==> src/rtl/seq_detect_param_if.sv <==
// Serial-stream and configuration bundle for seq_detect_param.
// master drives the bit stream and pattern load; slave returns the match pulse and count.
interface seq_detect_param_if #(
   parameter int unsigned PAT_LEN = 4,
   parameter int unsigned CNT_W   = 8
);
   logic               x;
   logic               x_valid;
   logic               overlap;
   logic               cfg_load;
   logic [PAT_LEN-1:0] cfg_pat;
   logic               y;
   logic [CNT_W-1:0]   match_cnt;

   modport master (
      output x, x_valid, overlap, cfg_load, cfg_pat,
      input  y, match_cnt
   );

   modport slave (
      input  x, x_valid, overlap, cfg_load, cfg_pat,
      output y, match_cnt
   );
endinterface

==> src/rtl/seq_detect_param.sv <==
// Parametrised Mealy serial pattern detector with runtime-loadable pattern.
// Optional saturating match counter enabled by defining SEQDET_CNT_EN.
module seq_detect_param #(
   parameter int unsigned          PAT_LEN = 4,
   parameter logic [PAT_LEN-1:0]   DEF_PAT = PAT_LEN'(4'b1011),
   parameter int unsigned          CNT_W   = 8
) (
   input  logic                clk,
   input  logic                rst,
   seq_detect_param_if.slave   bus
);

   localparam int unsigned       FILL_W   = $clog2(PAT_LEN);
   localparam logic [FILL_W-1:0] FILL_MAX = FILL_W'(PAT_LEN - 1);

   logic [PAT_LEN-2:0] hist_q, hist_d;
   logic [FILL_W-1:0]  fill_q, fill_d;
   logic [PAT_LEN-1:0] pat_q,  pat_d;
   logic [PAT_LEN-1:0] window;
   logic               hit;

   always_ff @(posedge clk or negedge rst) begin
      if (!rst) begin
         hist_q <= '0;
         fill_q <= '0;
         pat_q  <= DEF_PAT;
      end else begin
         hist_q <= hist_d;
         fill_q <= fill_d;
         pat_q  <= pat_d;
      end
   end

   // fill only counts buffered bits; the sliding window covers every alignment
   always_comb begin
      hist_d = hist_q;
      fill_d = fill_q;
      pat_d  = pat_q;
      window = {hist_q, bus.x};
      hit    = bus.x_valid & ~bus.cfg_load & (fill_q == FILL_MAX) & (window == pat_q);

      if (bus.cfg_load) begin
         pat_d  = bus.cfg_pat;
         fill_d = '0;
         hist_d = '0;
      end else if (bus.x_valid) begin
         hist_d = window[PAT_LEN-2:0];
         if (hit) begin
            fill_d = bus.overlap ? FILL_MAX : '0;
         end else if (fill_q != FILL_MAX) begin
            fill_d = fill_q + 1'b1;
         end
      end
   end

   assign bus.y = hit;

`ifdef SEQDET_CNT_EN
   logic [CNT_W-1:0] cnt_q, cnt_d;

   always_ff @(posedge clk or negedge rst) begin
      if (!rst) begin
         cnt_q <= '0;
      end else begin
         cnt_q <= cnt_d;
      end
   end

   always_comb begin
      cnt_d = cnt_q;
      if (bus.cfg_load) begin
         cnt_d = '0;
      end else if (hit && (cnt_q != '1)) begin
         cnt_d = cnt_q + 1'b1;
      end
   end

   assign bus.match_cnt = cnt_q;
`else
   assign bus.match_cnt = '0;
`endif

endmodule

==> src/flat_wrapper.sv <==
// flat-port wrapper written by rule: the top's interface ports become plain ports
module seq_detect_param_flat 
#(
   parameter int unsigned          PAT_LEN = 4,
   parameter logic [PAT_LEN-1:0]   DEF_PAT = PAT_LEN'(4'b1011),
   parameter int unsigned          CNT_W   = 8
)
  (clk, rst, bus_x, bus_x_valid, bus_overlap, bus_cfg_load, bus_cfg_pat, bus_y, bus_match_cnt);
  seq_detect_param_if #(.PAT_LEN(PAT_LEN), .CNT_W(CNT_W)) bus_i ();
  input  logic clk;
  input  logic rst;
  input wire logic [$bits(bus_i.x)-1:0] bus_x;
  input wire logic [$bits(bus_i.x_valid)-1:0] bus_x_valid;
  input wire logic [$bits(bus_i.overlap)-1:0] bus_overlap;
  input wire logic [$bits(bus_i.cfg_load)-1:0] bus_cfg_load;
  input wire logic [$bits(bus_i.cfg_pat)-1:0] bus_cfg_pat;
  output wire logic [$bits(bus_i.y)-1:0] bus_y;
  output wire logic [$bits(bus_i.match_cnt)-1:0] bus_match_cnt;
  assign bus_i.x = bus_x;
  assign bus_i.x_valid = bus_x_valid;
  assign bus_i.overlap = bus_overlap;
  assign bus_i.cfg_load = bus_cfg_load;
  assign bus_i.cfg_pat = bus_cfg_pat;
  assign bus_y = bus_i.y;
  assign bus_match_cnt = bus_i.match_cnt;
  seq_detect_param #(.PAT_LEN(PAT_LEN), .DEF_PAT(DEF_PAT), .CNT_W(CNT_W)) u_core (.clk(clk), .rst(rst), .bus(bus_i));
endmodule
==> config.mk <==
export PLATFORM = sky130hd
export DESIGN_NAME = seq_detect_param_flat
export DESIGN_NICKNAME = d
export VERILOG_FILES = /design/src/rtl/seq_detect_param_if.sv /design/src/rtl/seq_detect_param.sv /design/src/flat_wrapper.sv
export SDC_FILE = /design/constraint.sdc
export NUM_CORES = 1
export LEC_CHECK = 0
export CAP_MARGIN = 5
export CORE_AREA = 2 2 39 41
export CTS_BUF_LIST = sky130_fd_sc_hd__clkbuf_8 sky130_fd_sc_hd__clkbuf_16
export CTS_CLUSTER_DIAMETER = 150
export DETAILED_ROUTE_END_ITERATION = 7
export DIE_AREA = 0 0 41 43
export PLACE_DENSITY = 0.73
export SKIP_CTS_REPAIR_TIMING = 1
export SYNTH_ARGS = -nofsm -noshare
export SYNTH_HDL_FRONTEND = slang
export SYNTH_SLANG_ARGS = --single-unit
==> constraint.sdc <==
create_clock -name clk -period 4.2 [get_ports clk]
set_clock_uncertainty 0.15 [all_clocks]
set_input_delay 0.84 -clock clk [delete_from_list [all_inputs] [get_ports clk]]
set_output_delay 0.84 -clock clk [all_outputs]
set_load 0.05 [all_outputs]
# Word-level counts from Yosys, hierarchy flattened
# Cells that the tools add are included.
dict set report word_totals {
  register_bits 9
  inputBits 10
  out_inout_bits 9
  word_cells 21
}
dict set report classes {
  addsub 1
  eq_ne 3
  muxes 7
  bitwise 4
  n_reduce_logical 3
}
# cell n
set ops {}
lappend ops {{2-bit two-way mux} 5}
lappend ops {{3-bit two-way mux} 2}
lappend ops {{4-bit == test} 1}
lappend ops {{1-bit bitwise AND} 3}
lappend ops {{3-bit nonzero test} 1}
lappend ops {{2-bit by 1-bit adder with 2-bit output (second input constant)} 1}
lappend ops {{2-bit == test (second input constant)} 1}
lappend ops {{2-bit inequality test (second input constant)} 1}
lappend ops {{2-bit AND reduction} 1}
lappend ops {{2-bit nonzero test} 1}
lappend ops {{1-bit inverter} 1}

# Depth between registers and ports, before layout
# Gate-level depths: netlist of run 1.
dict set report depth {
  ltp_word 7
  mapped_depth 5
  depth_no_buf 5
}

# Worst setup path before layout of run 1
# OpenSTA, ideal clock, no wires.
dict set report synth_path {
  kind {input port to output port}
  from {input bus_x}
  to {output bus_y}
  arrival_ns 1.460
  required_time_ns 3.210
  setup_slack_ns 1.750
  cell_stages 3
  n_path_buf 0
  cell_sequence {xor2_1 > nor3_2 > and3_4}
}
dict set report synth_between {
  elab_chain_len 2
}
# element line_no
set synth_lines {}
lappend synth_lines {{from (decl)} flat_wrapper.sv:12} ;# input wire logic [$bits(bus_i.x)-1:0] bus_x;
lappend synth_lines {{4-bit == test} seq_detect_param.sv:40} ;# hit = bus.x_valid & ~bus.cfg_load & (fill_q == FILL_MAX) & (window == pat_q);
lappend synth_lines {{1-bit bitwise AND} seq_detect_param.sv:40}
lappend synth_lines {{to (decl)} flat_wrapper.sv:17} ;# output wire logic [$bits(bus_i.y)-1:0] bus_y;
# No other way between the ends.

# Worst setup path after layout of run 1
# Same ends and word-level chain as after synthesis.

==> results.py, run 1 <==
metrics = {
    "synthesis": {
        "synth.distinct_cells": 19,
        "avgSynthCellArea_um2": 11.5,
        "netlist_area_um2": 539,
        "yosysWarnings": 0,
        "seq_area_frac_synth_pct": 42.5,
        "synth_cells": 47,
        "ys_seq_elements": 9,
    },
    "cts": {
        "path_clk_slew_ps": 40,
        "tritoncts": "done",
        "cts-htree-levels": 1,
        "cts_buffers": 3,
        "clockBufferDepth": 2,
        "clkLatencyLatePin_ps": 230,
        "clock-root-buffer": "clkbuf_8",
        "clock_sinks": 9,
    },
    "global_routing": {
        "track_usage_pct": 11.6,
        "grt.overflow.total": 0,
        "grt_max_degree": 11,
        "grt_pass1_wl_um": 1310,
        "grt_pass1_vias": 312,
        "antenna_found_initial": 0,
    },
    "pwr": {
        "peakVddDrop_v": 0.000196,
        "comb_power_share_pct": 18.8,
        "switchingPower_uw": 66.4,
        "pwr-share-clk_pct": 40.1,
        "power_uw": 244,
        "intPower_uw": 178,
        "power_density_mw_per_mm2": 365,
        "leakage_nw": 0.322,
        "swShare_pct": 27.2,
        "seq_power_share_pct": 41.1,
    },
    "sta": {
        "whs_ps": 355,
        "timing.final.crit_share_pct": 86.2,
        "drv_slew": 0,
        "setup_viol": 0,
        "fin_crit_ps": 3620,
        "hold_viol_final": 0,
        "rsz0062_at_grt": "no",
        "fmax_mhz": 276,
        "finalSetupTns_ps": 0,
    },
    "job": {
        "drv_cap": 0,
    },
    "outcome": {
        "run_status": "completed",
    },
    "route": {
        "wire_per_inst_um": 10.5,
        "vias": 344,
        "vias_per_cell": 4.59,
        "met3_length_um": 54,
        "drtPass1Iterations": 2,
        "dr_wl_met2_um": 367,
        "top_layer_used": "met4",
        "final_antenna_net_count": 0,
        "drc": 0,
        "met1_length_um": 343,
        "drt_first_iter_violations": 3,
        "wl_um": 784,
    },
    "setup_path": {
        "cpMostUsedCell": "clkdlybuf4s50_1",
        "crit_buf_inv": 2,
        "critPathSlowestCell": "clkdlybuf4s50_1",
        "cpLargestDelayFamily": "buffers and inverters",
        "cp.arrival_ps": 2630,
        "worst_ep_required_time_ps": 3210,
        "criticalPathCategory": "in2out",
        "critPathMaxFanout": 3,
        "cp_slowest_stage_delay_ps": 800,
        "cp_cell_sequence": "clkdlybuf4s50_1 > xor2_1 > nor3_2 > and3_4 > clkdlybuf4s50_1",
        "critPathLaunchType": "input port",
        "cp-end-kind": "output port",
    },
    "layout": {
        "final_cell_mix": "10 x clkdlybuf4s50_1, 8 x conb_1, 6 x dfrtp_1",
        "drive_above_1_share_pct": 15.3,
        "insertedDiodeCount": 0,
        "layout_commonest_cell": "clkdlybuf4s50_1",
        "seq_area_um2": 229,
        "multi_input_area_um2": 264,
        "fin_nets": 71,
        "fillers": 130,
        "area_delta_synth_final_pct": 24.1,
    },
    "floorplan": {
        "dieHeight_um": 43,
        "floorplan.rows": 14,
        "core_mm2": 0.00138,
        "start_util_pct": 39.0,
        "die-area_mm2": 0.00176,
        "die_w_um": 41,
        "io_pins": 19,
    },
    "placement": {
        "hpwl_um": 584,
        "gp_congestion": 0.661,
        "port_buffers": 10,
    },
    "min_path": {
        "hold_class": "reg2reg",
    },
}
==> layout make-up <==
cell class	count	area share, %
Tap cell	16	2.99
Inverter	1	0.561
Timing Repair Buffer	11	16.1
Clock buffer	3	6.17
Sequential cell	9	34.2
Clock inverter	1	0.561
Multi-Input combinational cell	34	39.4
==> Yosys cell counts <==
cell type  number  area, um2
a21boi_0        1       7.51
and3_4          1       11.3
ha_1            1       12.5
and4bb_1        1       12.5
nor3b_1         1       7.51
a221o_1         1       10.0
nor3_2          1       10.0
mux2i_1         5       50.1
inv_1           1       3.75
clkbuf_1        1       3.75
dfrtp_1         6        150
buf_4           8       60.1
mux2_1          5       56.3
conb_1          1       3.75
dfstp_2         3       78.8
xor2_1          4       35.0
nor2_1          4       15.0
buf_2           1       5.00
nand2b_1        1       6.26
==> worst paths after layout <==
path / cells past startpoint / startpoint / end / slack, ps
min: 1 / u_core.pat_q[2] / u_core.pat_q[2] / 360
max reg2reg: 4 / u_core.pat_q[0] / u_core.fill_q[1] / 2600
max: 5 / bus_x / bus_y / 580
min in group asynchronous: 1 / rst / u_core.fill_q[1] / 760
min reg2reg: 1 / u_core.pat_q[2] / u_core.pat_q[2] / 360
max in group asynchronous: 1 / rst / u_core.pat_q[3] / 2820
==> power groups by stage <==
| stage | clock, mW | sequential [mW] | combinational, mW |
|---|---|---|---|
| final | 0.0979 | 0.100 | 0.0459 |
| after global routing | 0.107 | 0.101 | 0.0505 |
| after CTS | 0.102 | 0.100 | 0.0467 |
| after detailed placement | 0 | 0.101 | 0.0461 |
| after global placement | 0 | 0.101 | 0.0459 |
| after floorplan | 0 | 0.100 | 0.0392 |
==> per-layer routing <==
metal | GRT usage [%] | vias to the layer above
li1 | - | 169
met1 | 15.1 | 159
met2 | 15.9 | 14
met3 | 3.14 | 2
met4 | 8.00 | 0
met5 | 0 | -
==> cells by family after synthesis <==
family | count (synthesis) | synth area share, %
and+or+nand+nor | 9 | 11.6
other | 1 | 0.695
muxes | 10 | 19.7
DFF | 9 | 42.5
AOI/OAI and AO/OA | 2 | 3.25
buffers and inverters | 11 | 13.5
xor gates and xnor gates | 4 | 6.50
adders and majority gates | 1 | 2.32
==> registers in the layout, indices dropped and copies added (netlist names) <==
register and count:
u_core.pat_q 4, u_core.fill_q 2, u_core.hist_q 3
==> per-stage QoR <==
| stage | cells | area, um2 | utilization (%) | worst slack (ps) |
|---|---|---|---|---|
| 3_5_place_dp | 71 | 624 | 45.1 | 563 |
| 4_1_cts | 75 | 669 | 48.4 | 564 |
| 3_3_place_gp | 71 | 624 | 45.1 | 591 |
| 2_1_floorplan | 54 | 566 | - | 1750 |
| 5_1_grt | 75 | 669 | 48.4 | 494 |
| 6_report | 75 | 669 | 48.4 | 580 |
No activity file was read; power rests on OpenSTA's default activity.
==> run 2: changes to the inputs <==
Settings changed: CTS_CLUSTER_DIAMETER 150 to 50, DONT_BUFFER_PORTS set to 1, PLACE_DENSITY 0.73 to not set.
==> results.py, run 2 (synthesized netlist as in run 1, its figures left out) <==
metrics = {
    "outcome": {
        "run_status": "completed",
    },
    "cts": {
        "clock_sinks": 9,
        "cts_buffers": 3,
        "path_clk_slew_ps": 40,
        "tritoncts": "done",
        "clkLatencyLatePin_ps": 230,
        "clockBufferDepth": 2,
        "cts-htree-levels": 1,
        "clock-root-buffer": "clkbuf_8",
    },
    "layout": {
        "fillers": 146,
        "insertedDiodeCount": 0,
        "fin_cells": 64,
        "fin_util_pct": 40.6,
        "layout_commonest_cell": "conb_1",
        "largest_reg_flops": 4,
        "area_delta_synth_final_pct": 4.18,
        "final_cell_mix": "8 x conb_1, 6 x dfrtp_1, 5 x mux2_1, 5 x mux2i_1",
        "fin_nets": 60,
        "largestRegisters": "u_core.pat_q: 4 flops, u_core.hist_q: 3 flops, u_core.fill_q: 2 flops",
        "largest_register": "u_core.pat_q",
        "drive_above_1_share_pct": 16.7,
    },
    "sta": {
        "finalSetupTns_ps": 0,
        "drv_slew": 0,
        "fmax_mhz": 405,
        "rsz0062_at_grt": "no",
        "fin_crit_ps": 2470,
        "fin_ws_ps": 1730,
        "timing.final.crit_share_pct": 58.7,
        "setup_viol": 0,
        "hold_viol_final": 0,
    },
    "floorplan": {
        "start_util_pct": 39.0,
        "io_pins": 19,
        "die-area_mm2": 0.00176,
        "dieHeight_um": 43,
        "die_w_um": 41,
        "floorplan.rows": 14,
        "core_mm2": 0.00138,
    },
    "global_routing": {
        "grt_pass1_vias": 263,
        "grt_max_degree": 12,
        "track_usage_pct": 11.0,
        "grt.overflow.total": 0,
        "antenna_found_initial": 0,
        "grt_pass1_wl_um": 1140,
    },
    "setup_path": {
        "regToRegSetupSlack_ps": 2470,
        "worst_ep_required_time_ps": 3210,
        "cp_cell_sequence": "xor2_1 > nor3_2 > and3_4",
        "cpLargestDelayFamily": "simple AND/OR/NAND/NOR gates",
        "r2r-end": "u_core.fill_q[1]",
        "cp_slowest_stage_delay_ps": 320,
        "crit_buf_inv": 0,
        "crit_start": "bus_x",
        "cp.arrival_ps": 1480,
        "critPathSlowestCell": "and3_4",
        "endpoint": "bus_y",
        "cp.depth": 3,
        "critPathMaxFanout": 3,
        "r2r_start": "u_core.fill_q[0]",
        "cp-end-kind": "output port",
        "critPathLaunchType": "input port",
        "r2r_cells": 4,
        "criticalPathCategory": "in2out",
    },
    "route": {
        "wl_um": 749,
        "vias_per_cell": 4.56,
        "wire_per_inst_um": 11.7,
        "drtPass1Iterations": 4,
        "drt_first_iter_violations": 4,
        "vias": 292,
        "final_antenna_net_count": 0,
        "drc": 0,
    },
    "placement": {
        "gp_congestion": 0.667,
        "hpwl_um": 561,
        "port_buffers": 0,
        "pre_cts_ws_ps": 1730,
        "place_inst": 60,
    },
    "pwr": {
        "power_density_mw_per_mm2": 408,
        "peakVddDrop_v": 0.000198,
        "leakage_nw": 0.278,
        "intPower_uw": 170,
        "comb_power_share_pct": 14.3,
        "power_uw": 229,
        "swShare_pct": 25.9,
        "pwr-share-clk_pct": 42.1,
        "seq_power_share_pct": 43.7,
        "switchingPower_uw": 59.4,
    },
    "min_path": {
        "hold_class": "in2async",
    },
    "job": {
        "drv_cap": 0,
    },
}
[run 2: changes by cell type in the layout (fill, tap and decap cells not counted)]
cell             before  now
clkdlybuf4s50_1      10    0
buf_4                 1    0
[run 2: area by class of cell]
| type | count | area (um2) | share of cell area, % |
|---|---|---|---|
| multi-input combinational | 34 | 264 | 47.0 |
| tap | 16 | 20.0 | 3.56 |
| clock inverter | 1 | 3.75 | 0.668 |
| inverter | 1 | 3.75 | 0.668 |
| sequential | 9 | 229 | 40.8 |
| clock buffer | 3 | 41.3 | 7.35 |
[run 2: per-layer routing]
metal	part of all wire [%]	vias up	GRT usage, %
met3	8.4	2	3.66
met4	3.1	0	14.0
met1	47	137	14.2
met2	42	10	11.9
met5	0	-	0
li1	-	143	-
[run 2: how the worst min path moves through the flow]
stage               cells past startpoint  slack, ps             from               end
finish                                  0        160              rst  u_core.hist_q[1]
global route                            0        140              rst  u_core.fill_q[1]
CTS                                     0        150              rst  u_core.fill_q[1]
detailed placement                      1        350  u_core.pat_q[2]   u_core.pat_q[2]
global placement                        1        350  u_core.pat_q[2]   u_core.pat_q[2]
floorplan                               1        330  u_core.pat_q[2]   u_core.pat_q[2]
[run 2: through the flow]
stage / cell area (um2) / hold slack, ps
after global routing: 562 / 145
after global placement: 517 / 346
final: 562 / 155
after CTS: 562 / 149
after detailed placement: 517 / 353
after floorplan: 566 / 329
[run 2: power by group through the flow]
stage          Sequential, mW  Clock [mW]  Combinational (mW)
6_report                0.100      0.0963              0.0327
5_1_grt                 0.101       0.103              0.0356
4_1_cts                 0.100      0.0986              0.0329
3_5_place_dp            0.101           0              0.0328
3_3_place_gp            0.101           0              0.0325
2_1_floorplan           0.100           0              0.0392
==> run 3: changes to the inputs <==
Clock period 4.2 ns to 2.2 ns, I/O delays scaled along.
==> results.py, run 3 (synthesized netlist as in run 1, its figures left out) <==
metrics = {
    "outcome": {
        "run_status": "completed",
    },
    "floorplan": {
        "core_mm2": 0.00138,
        "start_util_pct": 39.0,
        "io_pins": 19,
        "die_w_um": 41,
        "floorplan.rows": 14,
        "dieHeight_um": 43,
        "die-area_mm2": 0.00176,
    },
    "sta": {
        "whs_ps": 128,
        "hold_viol_final": 0,
        "rsz0062_at_grt": "no",
        "timing.final.crit_share_pct": 88.3,
        "setup_viol": 0,
        "fin_crit_ps": 1940,
        "fin_ws_ps": 258,
        "drv_slew": 0,
        "finalSetupTns_ps": 0,
        "fmax_mhz": 515,
    },
    "layout": {
        "largest_reg_flops": 4,
        "stdcell_area_um2": 572,
        "area_delta_synth_final_pct": 6.03,
        "largest_register": "u_core.pat_q",
        "drive_above_1_share_pct": 16.3,
        "fillers": 127,
        "largestRegisters": "u_core.pat_q: 4 flops, u_core.hist_q: 3 flops, u_core.fill_q: 2 flops",
        "insertedDiodeCount": 0,
        "final_cell_mix": "8 x conb_1, 6 x dfrtp_1, 5 x mux2_1, 5 x mux2i_1",
        "multi_input_area_um2": 264,
        "seq_area_um2": 229,
        "layout_commonest_cell": "conb_1",
        "fin_nets": 61,
    },
    "placement": {
        "pre_cts_ws_ps": 453,
        "port_buffers": 0,
        "hpwl_um": 585,
        "gp_congestion": 0.679,
        "place_area_um2": 517,
    },
    "setup_path": {
        "critPathMaxFanout": 3,
        "cp_slowest_stage_delay_ps": 530,
        "critPathSlowestCell": "dfstp_2",
        "cp_cell_sequence": "xor2_1 > nor3_2 > and3_4",
        "cp.arrival_ps": 1350,
        "cpLargestDelayFamily": "flip-flops",
        "critPathLaunchType": "register",
        "cp-end-kind": "output port",
        "crit_buf_inv": 0,
        "worst_ep_required_time_ps": 1610,
        "criticalPathCategory": "reg2out",
    },
    "route": {
        "vias": 286,
        "top_layer_used": "met3",
        "dr_wl_met2_um": 352,
        "drc": 0,
        "drtPass1Iterations": 3,
        "drt_first_iter_violations": 2,
        "wl_um": 784,
        "vias_per_cell": 4.40,
        "final_antenna_net_count": 0,
        "wire_per_inst_um": 12.1,
        "met3_length_um": 75,
        "met1_length_um": 357,
    },
    "job": {
        "drv_cap": 0,
    },
    "pwr": {
        "intPower_uw": 325,
        "pwr-share-clk_pct": 41.0,
        "switchingPower_uw": 113,
        "swShare_pct": 25.8,
        "power_density_mw_per_mm2": 767,
        "seq_power_share_pct": 43.6,
        "comb_power_share_pct": 15.4,
        "power_uw": 438,
        "peakVddDrop_v": 0.000361,
        "leakage_nw": 0.283,
    },
    "cts": {
        "path_clk_slew_ps": 40,
        "cts_buffers": 3,
        "clockBufferDepth": 2,
        "cts-htree-levels": 1,
        "clock-root-buffer": "clkbuf_8",
        "clkLatencyLatePin_ps": 220,
        "clock_sinks": 9,
        "tritoncts": "done",
    },
    "global_routing": {
        "grt_pass1_vias": 293,
        "antenna_found_initial": 0,
        "grt.overflow.total": 0,
        "grt_max_degree": 12,
        "grt_pass1_wl_um": 1300,
        "track_usage_pct": 11.3,
    },
    "min_path": {
        "hold_class": "in2reg",
    },
}
-- run 3: final timing paths --
check                                 from                to  slack, ps  depth (start not counted)
max                        u_core.pat_q[0]             bus_y        260                          3
min                           bus_cfg_load  u_core.hist_q[1]        130                          1
max reg2reg                u_core.pat_q[0]  u_core.fill_q[1]        460                          4
min reg2reg                u_core.pat_q[2]   u_core.pat_q[2]        360                          1
max in group asynchronous              rst   u_core.pat_q[3]       1140                          1
min in group asynchronous              rst  u_core.fill_q[0]        430                          1
-- run 3: through the flow --
stage / cells / util [%]
final: 65 / 41.3
after global routing: 65 / 41.3
after CTS: 64 / 40.6
after detailed placement: 60 / 37.3
after global placement: 60 / 37.3
after floorplan: 54 / -
-- run 3: layer usage --
metal	track usage, %	up-vias
li1	-	144
met1	16.0	130
met2	14.1	12
met3	3.66	0
met4	8.00	0
met5	0	-
-- run 3: final cells by class --
type / count / area share, %
clock buffer: 3 / 7.22
clock inverter: 1 / 0.656
inverter: 1 / 0.656
multi-input combinational: 34 / 46.2
sequential: 9 / 40.0
tap: 16 / 3.50
timing repair buffer: 1 / 1.75
-- run 3: power by group through the flow --
stage               sequential (mW)  combinational, mW  clock, mW
global placement              0.193             0.0627          0
finish                        0.191             0.0675      0.180
floorplan                     0.191             0.0749          0
CTS                           0.191             0.0635      0.187
detailed placement            0.193             0.0629          0
global route                  0.193             0.0735      0.198
